[src/rtl/seq_pkg.sv]
// seq_pkg: shared states, opcodes and bus selects for the instruction sequencer
package seq_pkg;
  typedef enum logic [2:0] {IDLE, FETCH, WAIT, DECODE, DISPATCH, EXEC, HALT} state_t;
  localparam logic [7:0] OP_MMULT     = 8'h00;
  localparam logic [7:0] OP_MADD      = 8'h01;
  localparam logic [7:0] OP_MSUB      = 8'h02;
  localparam logic [7:0] OP_MTRANS    = 8'h03;
  localparam logic [7:0] OP_MSCALE    = 8'h04;
  localparam logic [7:0] OP_MSCALEIMM = 8'h05;
  localparam logic [7:0] OP_IADD      = 8'h10;
  localparam logic [7:0] OP_ISUB      = 8'h11;
  localparam logic [7:0] OP_IMUL      = 8'h12;
  localparam logic [7:0] OP_IDIV      = 8'h13;
  localparam logic [7:0] OP_STOP      = 8'hFF;
  localparam logic [3:0] SEL_MAIN  = 4'h0;
  localparam logic [3:0] SEL_INSTR = 4'h1;
  localparam logic [3:0] SEL_MALU  = 4'h2;
  localparam logic [3:0] SEL_IALU  = 4'h3;
  localparam logic [3:0] SEL_REG   = 4'h4;
  localparam logic [3:0] SEL_EXEC  = 4'h5;
endpackage

[src/rtl/seq_opcode_decode.sv]
// seq_opcode_decode: classifies an opcode as matrix, integer, stop or illegal
module seq_opcode_decode
  import seq_pkg::*;
(
  input  logic [7:0] opcode,
  output logic       is_matrix,
  output logic       is_int,
  output logic       is_stop,
  output logic       illegal
);
  // pure range checks on the opcode byte
  always_comb begin
    is_matrix = opcode <= OP_MSCALEIMM;
    is_int    = opcode >= OP_IADD && opcode <= OP_IDIV;
    is_stop   = opcode == OP_STOP;
    illegal   = !(is_matrix || is_int || is_stop);
  end
endmodule

[src/rtl/instruction_sequencer.sv]
// instruction_sequencer: fetches instruction words and dispatches them to the matrix/integer ALUs
// Optional EXEC watchdog enabled by defining SEQ_WATCHDOG_EN.
module instruction_sequencer
  import seq_pkg::*;
#(
  parameter int         MEM_DEPTH    = 10,
  parameter logic [3:0] INSTR_SELECT = SEL_INSTR,
  parameter int         WDOG_CYCLES  = 255
) (
  input  logic         Clk,
  input  logic         nReset,
  input  logic         Start,
  output logic [15:0]  Address,
  output logic         nRead,
  input  logic [255:0] DataIn,
  output logic [7:0]   Dest,
  output logic [7:0]   Src1,
  output logic [7:0]   Src2,
  output logic [7:0]   Opcode,
  output logic         MatrixGo,
  output logic         IntGo,
  input  logic         MatrixDone,
  input  logic         IntDone,
  output logic         Busy,
  output logic         Halted,
  output logic         Fault,
  output logic [11:0]  Pc
);
  state_t state, state_next;
  logic [11:0] pc;
  logic [31:0] ir;
  logic fault, is_matrix, is_int, is_stop, illegal, done, last, wdog_hit, unused_data;
  assign unused_data = ^{DataIn[255:32], illegal};
  seq_opcode_decode u_decode (
    .opcode(ir[31:24]), .is_matrix(is_matrix), .is_int(is_int), .is_stop(is_stop), .illegal(illegal)
  );
  assign done = is_matrix ? MatrixDone : IntDone;
  assign last = pc == 12'(MEM_DEPTH - 1);
`ifdef SEQ_WATCHDOG_EN
  localparam int WW = $clog2(WDOG_CYCLES + 1) > 8 ? $clog2(WDOG_CYCLES + 1) : 8;
  logic [WW-1:0] wdog;
  // counts EXEC cycles, cleared on the way into EXEC
  always_ff @(posedge Clk or negedge nReset)
    if (!nReset) wdog <= '0;
    else if (state == DISPATCH) wdog <= '0;
    else if (state == EXEC) wdog <= wdog + 1'b1;
  assign wdog_hit = wdog == WW'(WDOG_CYCLES - 1);
`else
  localparam int unused_wdog = WDOG_CYCLES;
  assign wdog_hit = 1'b0;
`endif
  // state register
  always_ff @(posedge Clk or negedge nReset)
    if (!nReset) state <= IDLE;
    else state <= state_next;
  // next-state logic
  always_comb begin
    state_next = state;
    case (state)
      IDLE:     state_next = Start ? FETCH : IDLE;
      FETCH:    state_next = WAIT;
      WAIT:     state_next = DECODE;
      DECODE:   state_next = (is_matrix || is_int) ? DISPATCH : HALT;
      DISPATCH: state_next = EXEC;
      EXEC:     state_next = done ? (last ? HALT : FETCH) : (wdog_hit ? HALT : EXEC);
      HALT:     state_next = Start ? FETCH : HALT;
      default:  state_next = IDLE;
    endcase
  end
  // PC, instruction register and fault flag; fault is decided on HALT entry
  always_ff @(posedge Clk or negedge nReset)
    if (!nReset) begin
      pc    <= '0;
      ir    <= '0;
      fault <= 1'b0;
    end else begin
      if (state == WAIT) ir <= DataIn[31:0];
      if (state == EXEC && done && !last) pc <= pc + 1'b1;
      if (state == HALT && Start) begin
        pc    <= '0;
        fault <= 1'b0;
      end
      if (state != HALT && state_next == HALT) fault <= !(state == DECODE && is_stop);
    end
  // outputs decoded from state and held registers
  always_comb begin
    Address  = (state == FETCH || state == WAIT) ? {INSTR_SELECT, pc} : 16'h0000;
    nRead    = !(state == FETCH || state == WAIT);
    MatrixGo = state == DISPATCH && is_matrix;
    IntGo    = state == DISPATCH && is_int;
    Busy     = state != IDLE && state != HALT;
    Halted   = state == HALT;
    Fault    = fault;
    Pc       = pc;
    Opcode   = ir[31:24];
    Dest     = ir[23:16];
    Src1     = ir[15:8];
    Src2     = ir[7:0];
  end
endmodule

[config.mk]
export PLATFORM = sky130hd
export DESIGN_NAME = instruction_sequencer
export DESIGN_NICKNAME = d
export VERILOG_FILES = /design/src/rtl/seq_pkg.sv /design/src/rtl/seq_opcode_decode.sv /design/src/rtl/instruction_sequencer.sv
export SDC_FILE = /design/constraint.sdc
export NUM_CORES = 1
export LEC_CHECK = 0
export BUFFER_PORTS_ARGS = -buffer_cell sky130_fd_sc_hd__buf_4
export CORE_AREA = 2 2 125 127
export CTS_BUF_LIST = sky130_fd_sc_hd__clkbuf_16
export CTS_CLUSTER_DIAMETER = 40
export DETAILED_ROUTE_END_ITERATION = 7
export DIE_AREA = 0 0 127 129
export PLACE_DENSITY_LB_ADDON = 0.08
export SKIP_LAST_GASP = 1
export SLEW_MARGIN = 20
export SYNTH_ARGS = -nofsm -noshare
export SYNTH_HDL_FRONTEND = slang
export SYNTH_SLANG_ARGS = --single-unit
[constraint.sdc]
create_clock -name Clk -period 1.6 [get_ports Clk]
set_input_delay 0.24 -clock Clk [delete_from_list [all_inputs] [get_ports Clk]]
set_output_delay 0.24 -clock Clk [all_outputs]
set_load 0.1 [all_outputs]
# After elaboration in Yosys (flattened, before gate mapping)
# Cells that the tools add are included.
dict set report word_totals {
  register_bits 48
  input_bits 261
  output_inout_bits 66
  wordCells 48
}
dict set report op_classes {
  add_sub_neg 1
  magnitude_cmp 3
  n_eq_ne 10
  mux 12
  reduce_logical 18
}
# op n
set op_table {}
lappend op_table {{2-to-1 mux 12 bit} 2}
lappend op_table {{one-hot mux 3 bit (7 select lines)} 1}
lappend op_table {{2-to-1 mux 13 bit} 1}
lappend op_table {{adder 12 x 1 -> 12 bit (second input constant)} 1}
lappend op_table {{equality test 12 x 4 -> 1 bit (second input constant)} 1}
lappend op_table {{equality test 3 bit (second input constant)} 4}
lappend op_table {{logical AND 1 bit} 9}
lappend op_table {{2-to-1 mux 3 bit} 3}
lappend op_table {{equality test 8 bit (second input constant)} 1}
lappend op_table {{>= comparator 8 x 5 -> 1 bit (second input constant)} 1}
lappend op_table {{<= comparator 8 x 3 -> 1 bit (second input constant)} 1}
lappend op_table {{<= comparator 8 x 5 -> 1 bit (second input constant)} 1}
lappend op_table {{equality test 3 x 2 -> 1 bit (second input constant)} 2}
lappend op_table {{2-to-1 mux 1 bit} 4}
lappend op_table {{nonzero test 2 bit} 2}
lappend op_table {{equality test 3 x 1 -> 1 bit (second input constant)} 1}
lappend op_table {{zero test 1 bit} 3}
lappend op_table {{zero test 3 bit} 1}
lappend op_table {{!= test 3 bit (second input constant)} 1}
lappend op_table {{nonzero test 3 bit} 1}
lappend op_table {{logical OR 1 bit} 2}
lappend op_table {{2-to-1 mux 2 bit} 1}

# Logic depth before layout (Yosys ltp)
# Gate-level depths: netlist (run 1).
dict set report depth {
  depth_word 8
  depth_mapped 6
  mapped_depth_nobuf 6
}

# Hierarchy
# Synthesis (run 1) repeated with hierarchy kept, for this count alone.
dict set report unflattened {
  hier_cells 201
  hier_area_um2 2318.5
}
# module n_inst cells_per_inst area_per_inst_um2 seq_area_each_um2
set by_module_without_submodules {}
lappend by_module_without_submodules {instruction_sequencer 1 193 2248.4 1201.2}
lappend by_module_without_submodules {seq_opcode_decode 1 8 70.1 0.0}

# Worst setup path after synthesis (run 1)
# OpenSTA, ideal clock, no wires.
dict set report synth_path {
  path_type {flip-flop to output port}
  start {register ir[27]}
  end {output IntGo}
  t_arrival_ns 4.434
  required_time_ns 1.360
  slack_ns -3.074
  stages_incl_launch_ff 3
  path_buffers 0
  cell_sequence {dfrtp_1 -> or4_4 -> nor4_1}
}
dict set report synth_via {
  elab_chain_cells 3
  word_cells_on_any_way 4
  cone_classes {order compare: 2; reduce/logical: 2}
}
# item line
set synth_rtl {}
lappend synth_rtl {{start, declared} instruction_sequencer.sv:31} ;# logic [31:0] ir;
lappend synth_rtl {{start signal, assigned} instruction_sequencer.sv:77} ;# if (state == WAIT) ir <= DataIn[31:0];
lappend synth_rtl {{>= comparator 8 x 5 -> 1 bit or <= comparator 8 x 5 -> 1 bit (tied branches)} seq_opcode_decode.sv:14} ;# is_int = opcode >= OP_IADD && opcode <= OP_IDIV;
lappend synth_rtl {{logical AND 1 bit (*)} seq_opcode_decode.sv:14}
lappend synth_rtl {{logical AND 1 bit (*)} instruction_sequencer.sv:90} ;# IntGo = state == DISPATCH && is_int;
lappend synth_rtl {{end, declared} instruction_sequencer.sv:21} ;# output logic IntGo,
# Mark *: on every way between the ends. The rest lies on a longest branch, timed or not.

# Worst setup path after layout (run 1)
# Ends and elaborated chain as after synthesis.

==> results.ini, run 1 <==
[status]
status=finished with violations
violations=setup timing

[power]
p_per_area_nw_per_um2=2560
peakVddDrop_uv=1560
totalPowerFinal_uw=12400
p_leak_uw=0.00218

[synth]
synth_area_leaders=dfrtp_1 (49%), mux2_2 (15%), mux2i_1 (4.9%)
syn_inst=210
seq_area_frac_synth_pct=49.2
async_reset_ff_share_pct=100
yosysWarnings=0
syn_area_um2=2440
synthFlopType=dfrtp_1
synth_top_area_cell=dfrtp_1
synth_edf_count=0
yosysUniqueCellTypes=45
ys_ff_latch=48
synth_top_area_share_pct=49.2
postSynthAreaPerCell_um2=11.6

[worst_setup_path]
arrival_ns=1.81
worstPathMaxFanout=3
cpLargestDelayFamily=simple AND/OR/NAND/NOR gates
slowest_delay_ns=0.58
slowest_stage=or4_4
endpoint_kind=primary output
crit_type=register to primary output
crit_path_cell_trace=or4_4, nor4_4, buf_6
cp_num_buf_inv=1
start_kind=register
worstPathRequired_ns=1.36

[clocking]
cts_sinks=48
cts_max_level=2
cts_buffer_depth=2
numCtsBuffers=5
clk_latency_ns=0.30
clockRootBuffer=clkbuf_16
cts_tree=yes
clk_pin_slew_ns=0.07

[sta]
finClkSkew_ns=0.00929
worst_slack_ns=-0.446
rsz0062_at_grt=true
finalMaxSlewViolations=0
fmax_mhz=489
finalSetupViolations=66
timing.final.crit_period_ns=2.05
finalCritPeriodShare_pct=128
holdWs_ns=0.167
hold_viol=0

[grt]
grt_max_degree=26
grt_pass1_wl_um=14900
grt_antenna_before_repair=0
gr-usage-all-layers_pct=12.0
grt-ovfl-total=0
grt_pass1_vias=2484

[routing]
routed_wl_um=9580
wl_per_cell_um=16.8
drcViolationCount=0
route.vias.total=2316
firstDrtPassIters=4
drt-initial-drc-count=60
drtAntennaViolNets=0
via_per_inst=4.06

[cells_and_area]
diodes=0
finalCoreUtilization_pct=32.3
drive_gt1_share_pct=71.2
fin_nets=644
seq_area_um2=1240
area_growth_pct=98.2
fin_cells=570
multi_input_area_um2=1530
fillerInstances=1541

[floorplanning]
dieArea_um2=16400
core_area_um2=15000
die_h_um=129
ioPinCount=327
num_rows=45
die_w_um=127
start_util_pct=16.3

[place]
io_buffers=99
dp_hpwl_um=6870
place.gp.congestion=0.755
dp.cells=537

[job]
drv_cap=0

[worst_hold_path]
hold_class=primary input to register

layer usage:
metal | up-vias | GRT usage [%] | wire length [um]
met5 | - | 0 | 0
met4 | 0 | 2.71 | 91
met3 | 6 | 6.44 | 1030
met2 | 85 | 16.6 | 3900
met1 | 1123 | 16.4 | 4560
li1 | 1102 | - | -
logic make-up after synthesis:
kind of cell	share of synthesized area (%)
compound gates	9.27
other cells	0.154
xor+xnor	0.359
mux	19.7
fa+ha+maj	1.02
flops	49.2
simple gates	17.3
buf+inv	3.02
cells in the final DEF (no fill, tap or decap), drive strengths merged, types with 4 or more instances in the layout:
cell type and count:
buf 172, dfrtp 48, mux2 32, nand2 19, mux2i 12, and2 10, nand2b 7, nor2 7
clkbuf 6, a21oi 6, nand3 5, nand4 4, o21ai 4, and3 4
cell usage after synthesis (2+ instances only):
cell and n:
dfrtp_1 48, mux2_2 32, nand2_1 19, mux2i_1 12, and2_1 10, nand2b_1 7
nor2_1 7, a21oi_1 5, buf_2 5, nand3_1 5, and3_1 4, clkbuf_1 4
nand4_1 4, buf_4 3, inv_1 3, o2111ai_1 3, o21ai_0 3, a2111oi_2 2
a22o_1 2, and4b_1 2, ha_1 2, nor2b_1 2, nor4_1 2, nor4b_1 2
o211ai_1 2
worst paths after layout:
| path | slack (ns) | to | depth (start not counted) | from |
|---|---|---|---|---|
| worst max-delay path | -0.45 | IntGo | 3 | ir[27] |
| worst min-delay path | 0.17 | ir[12] | 2 | DataIn[12] |
| worst max register to register | -0.40 | Fault | 6 | ir[27] |
| worst min register to register | 0.52 | ir[16] | 1 | ir[16] |
| max in group asynchronous | 0.73 | ir[25] | 3 | nReset |
| min in group asynchronous | 0.38 | ir[14] | 2 | nReset |
flip-flops by register name, summed over array words and instances, names as in the netlist:
name / flops
state: 3
Pc: 12
Fault: 1
ir: 32
worst reg2reg max path: cells and delay by family (launching register included):
family	cells	cell delay (ns)
AO/OA/AOI/OAI	3	0.57
buffers and inverters	2	0.27
flip-flops	1	0.47
AND/OR/NAND/NOR	1	0.58
stage by stage:
stage	area (um^2)	setup TNS [ns]	setup slack, ns
after floorplan	2620	-9.23	-0.898
after global placement	3940	-6.75	-0.257
after detailed placement	3940	-6.49	-0.327
after CTS	4750	-12.36	-0.469
after global routing	4840	-15.50	-0.507
final	4840	-10.90	-0.446
layout make-up:
type	instances	area share, %
timing repair buffer	174	34.5
inverter	3	0.362
clock inverter	3	0.310
sequential	48	25.7
multi-input combinational	149	31.6
clock buffer	5	2.58
tap	188	4.86
where the power goes:
part | internal (uW) | total (uW) | switching, uW
logic | 3250 | 9170 | 5920
registers | 1780 | 2170 | 387
clock network | 570 | 1070 | 500
timing repair:
action | CTS | global route
hold endpoints to repair | 24 | 0
pin swaps | 9 | 6
cloned | 2 | 1
hold buffers | 1 | 0
buffers inserted | 22 | 3
resized for setup | 95 | 26
setup endpoints to repair | 66 | 66
(Power assumes the default switching activity.)
==> inputs of run 2 (changes only) <==
--- a/config.mk
+++ b/config.mk
@@ -12,6 +12,7 @@
 export DETAILED_ROUTE_END_ITERATION = 7
 export DIE_AREA = 0 0 127 129
 export PLACE_DENSITY_LB_ADDON = 0.08
+export REMOVE_ABC_BUFFERS = 1
 export SKIP_LAST_GASP = 1
 export SLEW_MARGIN = 20
 export SYNTH_ARGS = -nofsm -noshare
==> results.ini, run 2 (same netlist as run 1, synthesis figures left out) <==
[status]
status=finished with violations
violations=setup timing

[worst_setup_path]
reg2reg_depth=6
timing.critical_path.depth=3
arrival_ns=1.73
reg2reg_slack_ns=-0.34
worstReg2RegStart=state[1]
cpLargestDelayFamily=simple AND/OR/NAND/NOR gates
worstPathMaxFanout=3
crit_path_cell_trace=or4_4, nor4_4, buf_6
slowest_delay_ns=0.54
cp_num_buf_inv=1
r2r-end=Pc[11]
start_kind=register
slowest_stage=or4_4
crit_type=register to primary output
endpoint_kind=primary output
worstPathRequired_ns=1.36

[floorplanning]
ioPinCount=327
dieArea_um2=16400
core_area_um2=15000
die_w_um=127
die_h_um=129
num_rows=45
start_util_pct=16.3

[power]
p_leak_uw=0.00225
peakVddDrop_uv=1910
p_per_area_nw_per_um2=2610

[clocking]
cts_tree=yes
cts_buffer_depth=2
clockRootBuffer=clkbuf_16
clk_latency_ns=0.30
numCtsBuffers=5
cts_max_level=2
cts_sinks=48
clk_pin_slew_ns=0.07

[sta]
rsz0062_at_grt=true
finalCritPeriodShare_pct=123
worst_slack_ns=-0.367
finalMaxSlewViolations=0
tightest_slew_ns=0.670
finClkSkew_ns=0.00860
finalSetupViolations=66
slew_headroom_pct=55.4
timing.final.crit_period_ns=1.97
tns_ns=-10.88
fmax_mhz=508
hold_viol=0

[grt]
gr-usage-all-layers_pct=12.0
grt-ovfl-total=0
grt_antenna_before_repair=0
grt_pass1_wl_um=14800
grt_max_degree=49
grt_pass1_vias=2565

[cells_and_area]
drive_gt1_share_pct=67.4
top_register=ir
fin_cells=568
diodes=0
fin_area_um2=4930
final_common_cell=buf_4
fillerInstances=1533
fin_nets=642
area_growth_pct=102
layout_common_cells=buf_4 (128), dfrtp_1 (46), mux2_4 (32)
largest_reg_flops=32

[routing]
drcViolationCount=0
via_per_inst=4.09
wl_per_cell_um=16.9
drt-initial-drc-count=60
routed_wl_um=9620
route.vias.total=2323
firstDrtPassIters=4
drtAntennaViolNets=0

[worst_hold_path]
hold_end=ir[23]
hold_class=primary input to register
hold_depth=2
min-delay-start=DataIn[23]

[place]
place.gp.congestion=0.773
placement.cell_area_um2=3760
dp_hpwl_um=6480
io_buffers=99
dp.cells=532

[job]
drv_cap=0

run 2: cell types whose count changed in the layout (fill, tap and decap cells not counted), sizes merged:
cell      change
inv           +1
bufinv        +2
clkinvlp      -2
buf           -1
clkbuf        -1
clkinv        -1
run 2: stage by stage:
step           hold slack [ns]  util (%)  worst slack [ns]  power, uW
6_report                 0.159      32.9            -0.367      12900
5_1_grt                  0.148      32.9            -0.446      13500
4_1_cts                  0.148      31.9            -0.396      12900
3_5_place_dp             0.335      25.1            -0.371       9520
3_3_place_gp             0.341      25.1            -0.332       9550
2_1_floorplan          -0.0556         -             -3.41       7250
run 2: cell type report:
class	instances	area, um^2	area share, %
Timing Repair Buffer	172	1660	33.7
Tap cell	188	235	4.77
Clock buffer	5	125	2.54
Multi-Input combinational cell	149	1620	32.9
Sequential cell	48	1200	24.4
Inverter	3	13.8	0.279
Clock inverter	3	68.8	1.40
run 2: timing repair:
| item | in CTS | in global routing |
|---|---|---|
| setup endpoints to repair | 66 | 66 |
| buffers inserted | 22 | 6 |
| pin swaps | 23 | 13 |
| gates resized for setup | 141 | 28 |
| cloned | 4 | 0 |
| hold buffers | 1 | 0 |
| hold endpoints to repair | 2 | 0 |
run 2: power by group:
part / total (uW) / internal, uW / switching [uW]
clock: 1440 / 903 / 533
combinational: 9360 / 3330 / 6030
sequential: 2090 / 1720 / 366
run 2: per-layer routing:
layer	vias to the layer above	track usage [%]	share of wire [%]
li1	1100	-	-
met3	8	6.15	11
met2	88	18.9	45
met4	0	3.30	1.1
met1	1127	14.5	43
met5	-	0	0
run 2: worst max-delay path by stage:
stage | from | to
4_1_cts | ir[29] | IntGo
5_1_grt | state[1] | Pc[11]
3_5_place_dp | ir[29] | Pc[11]
6_report | ir[30] | IntGo
3_3_place_gp | ir[27] | Pc[11]
2_1_floorplan | state[0] | Address[10]
==> inputs of run 3 (changes only) <==
--- a/config.mk
+++ b/config.mk
@@ -6,11 +6,13 @@
 export NUM_CORES = 1
 export LEC_CHECK = 0
 export BUFFER_PORTS_ARGS = -buffer_cell sky130_fd_sc_hd__buf_4
-export CORE_AREA = 2 2 125 127
+export CELL_PAD_IN_SITES_DETAIL_PLACEMENT = 0
+export CELL_PAD_IN_SITES_GLOBAL_PLACEMENT = 1
+export CORE_ASPECT_RATIO = 0.5
+export CORE_UTILIZATION = 18
 export CTS_BUF_LIST = sky130_fd_sc_hd__clkbuf_16
 export CTS_CLUSTER_DIAMETER = 40
 export DETAILED_ROUTE_END_ITERATION = 7
-export DIE_AREA = 0 0 127 129
 export PLACE_DENSITY_LB_ADDON = 0.08
 export REMOVE_ABC_BUFFERS = 1
 export SKIP_LAST_GASP = 1
==> constraint.sdc (replaced) <==
create_clock -name Clk -period 1.75 [get_ports Clk]
set_input_delay 0.2625 -clock Clk [delete_from_list [all_inputs] [get_ports Clk]]
set_output_delay 0.2625 -clock Clk [all_outputs]
set_load 0.1 [all_outputs]
==> results.ini, run 3 (same netlist as run 1, synthesis figures left out) <==
[status]
status=finished with violations
violations=hold timing, setup timing

[place]
dp_hpwl_um=5880
pre_cts_ws_ns=-0.135
dp.cells=506
io_buffers=99
place.gp.congestion=0.797
placement.cell_area_um2=3640

[cells_and_area]
layout_common_cells=buf_4 (117), dfrtp_1 (47), mux2_2 (32)
largest_reg_flops=32
fin_area_um2=4290
fillerInstances=1302
diodes=0
top_register=ir
area_growth_pct=75.5
fin_cells=523
final_common_cell=buf_4
drive_gt1_share_pct=62.9
fin_nets=615

[routing]
routed_wl_um=8020
firstDrtPassIters=6
via_per_inst=4.16
drtAntennaViolNets=0
drt-initial-drc-count=51
wl_per_cell_um=15.3
route.vias.total=2175
drcViolationCount=0

[sta]
finalMaxSlewViolations=0
slew_headroom_pct=55.3
rsz0062_at_grt=true
finalCritPeriodShare_pct=114
hold_viol=10
holdWs_ns=-0.0418
tightest_slew_ns=0.671
finClkSkew_ns=0.00863
worst_slack_ns=-0.237
finalSetupViolations=27
fmax_mhz=503
timing.final.crit_period_ns=1.99

[worst_setup_path]
worstPathMaxFanout=3
worstPathRequired_ns=1.49
crit_type=register to primary output
arrival_ns=1.72
endpoint_kind=primary output
start_kind=register

[power]
p_per_area_nw_per_um2=2420
totalPowerFinal_uw=10400
switchingPower_uw=5940
p_leak_uw=0.00191
internal-power_uw=4450
peakVddDrop_uv=2170
seqPwrFrac_pct=18.1
p_comb_share_pct=70.9
pwr-share-clk_pct=11.0
switching_share_pct=57.1

[floorplanning]
start_util_pct=18.9
ioPinCount=327
die_w_um=167
die_h_um=84.4
num_rows=29
dieArea_um2=14100
core_area_um2=13000

[grt]
grt_pass1_wl_um=13000
grt_pass1_vias=2373
grt_max_degree=49
grt_antenna_before_repair=0
gr-usage-all-layers_pct=12.0
grt-ovfl-total=0

[clocking]
clk_pin_slew_ns=0.07
cts_buffer_depth=2
clk_latency_ns=0.30
cts_tree=yes
cts_sinks=48
cts_max_level=2
clockRootBuffer=clkbuf_16
numCtsBuffers=5

[worst_hold_path]
hold_class=primary input to async pin

[job]
drv_cap=0

[run 3: path summary, 6_finish.rpt]
| check | startpoint | to | slack (ns) | cells after the start |
|---|---|---|---|---|
| max | ir[29] | MatrixGo | -0.24 | 3 |
| min | nReset | Pc[7] | -0.04 | 1 |
| max reg2reg | ir[29] | Pc[5] | -0.20 | 7 |
| min reg2reg | ir[13] | ir[13] | 0.51 | 1 |
| max in group asynchronous | nReset | state[2] | 1.29 | 1 |
| min in group Clk | DataIn[2] | ir[2] | 0.20 | 2 |
[run 3: layer usage]
layer  vias up  global-route usage [%]  routed length (um)
met4         0                    2.78                  65
met5         -                       0                   0
met2        59                    20.4                3890
li1       1044                       -                   -
met1      1066                    14.6                3560
met3         6                    4.29                 506
[run 3: timing repair]
action                     CTS  global route
hold buffers                 0             0
gates resized for setup     82            14
setup buffers                8             1
gates cloned                 0             0
setup endpoints to repair   29            34
pin swaps                   17             4
[run 3: cell type report]
| class | count | area (um^2) | share of cell area (%) |
|---|---|---|---|
| multi-input combinational | 149 | 1360 | 31.7 |
| timing repair buffer | 145 | 1330 | 31.1 |
| sequential | 48 | 1200 | 28.1 |
| tap | 170 | 213 | 4.96 |
| clock buffer | 5 | 125 | 2.92 |
| clock inverter | 3 | 42.5 | 0.992 |
| inverter | 3 | 11.3 | 0.263 |
[run 3: metrics by stage]
step / TNS [ns] / utilization [%]
after global placement: -0.852 / 28.1
final: -2.79 / 33.1
after detailed placement: -1.02 / 28.1
after floorplan: -63.25 / -
after global routing: -4.51 / 33.1
after CTS: -3.36 / 32.5
[run 3: power by group through the flow]
stage               registers (uW)  clock network (uW)  logic (uW)
CTS                           1880                1180        7370
global route                  1940                1230        7650
floorplan                     4990                   0        1670
global placement              1900                   0        6700
finish                        1880                1140        7370
detailed placement            1900                   0        6720
[run 3: worst max-delay path, stage by stage (launching register included)]
cell and delay [ns]:
dfrtp_1 0.38, or4_4 0.59, nor4_4 0.19, buf_6 0.27
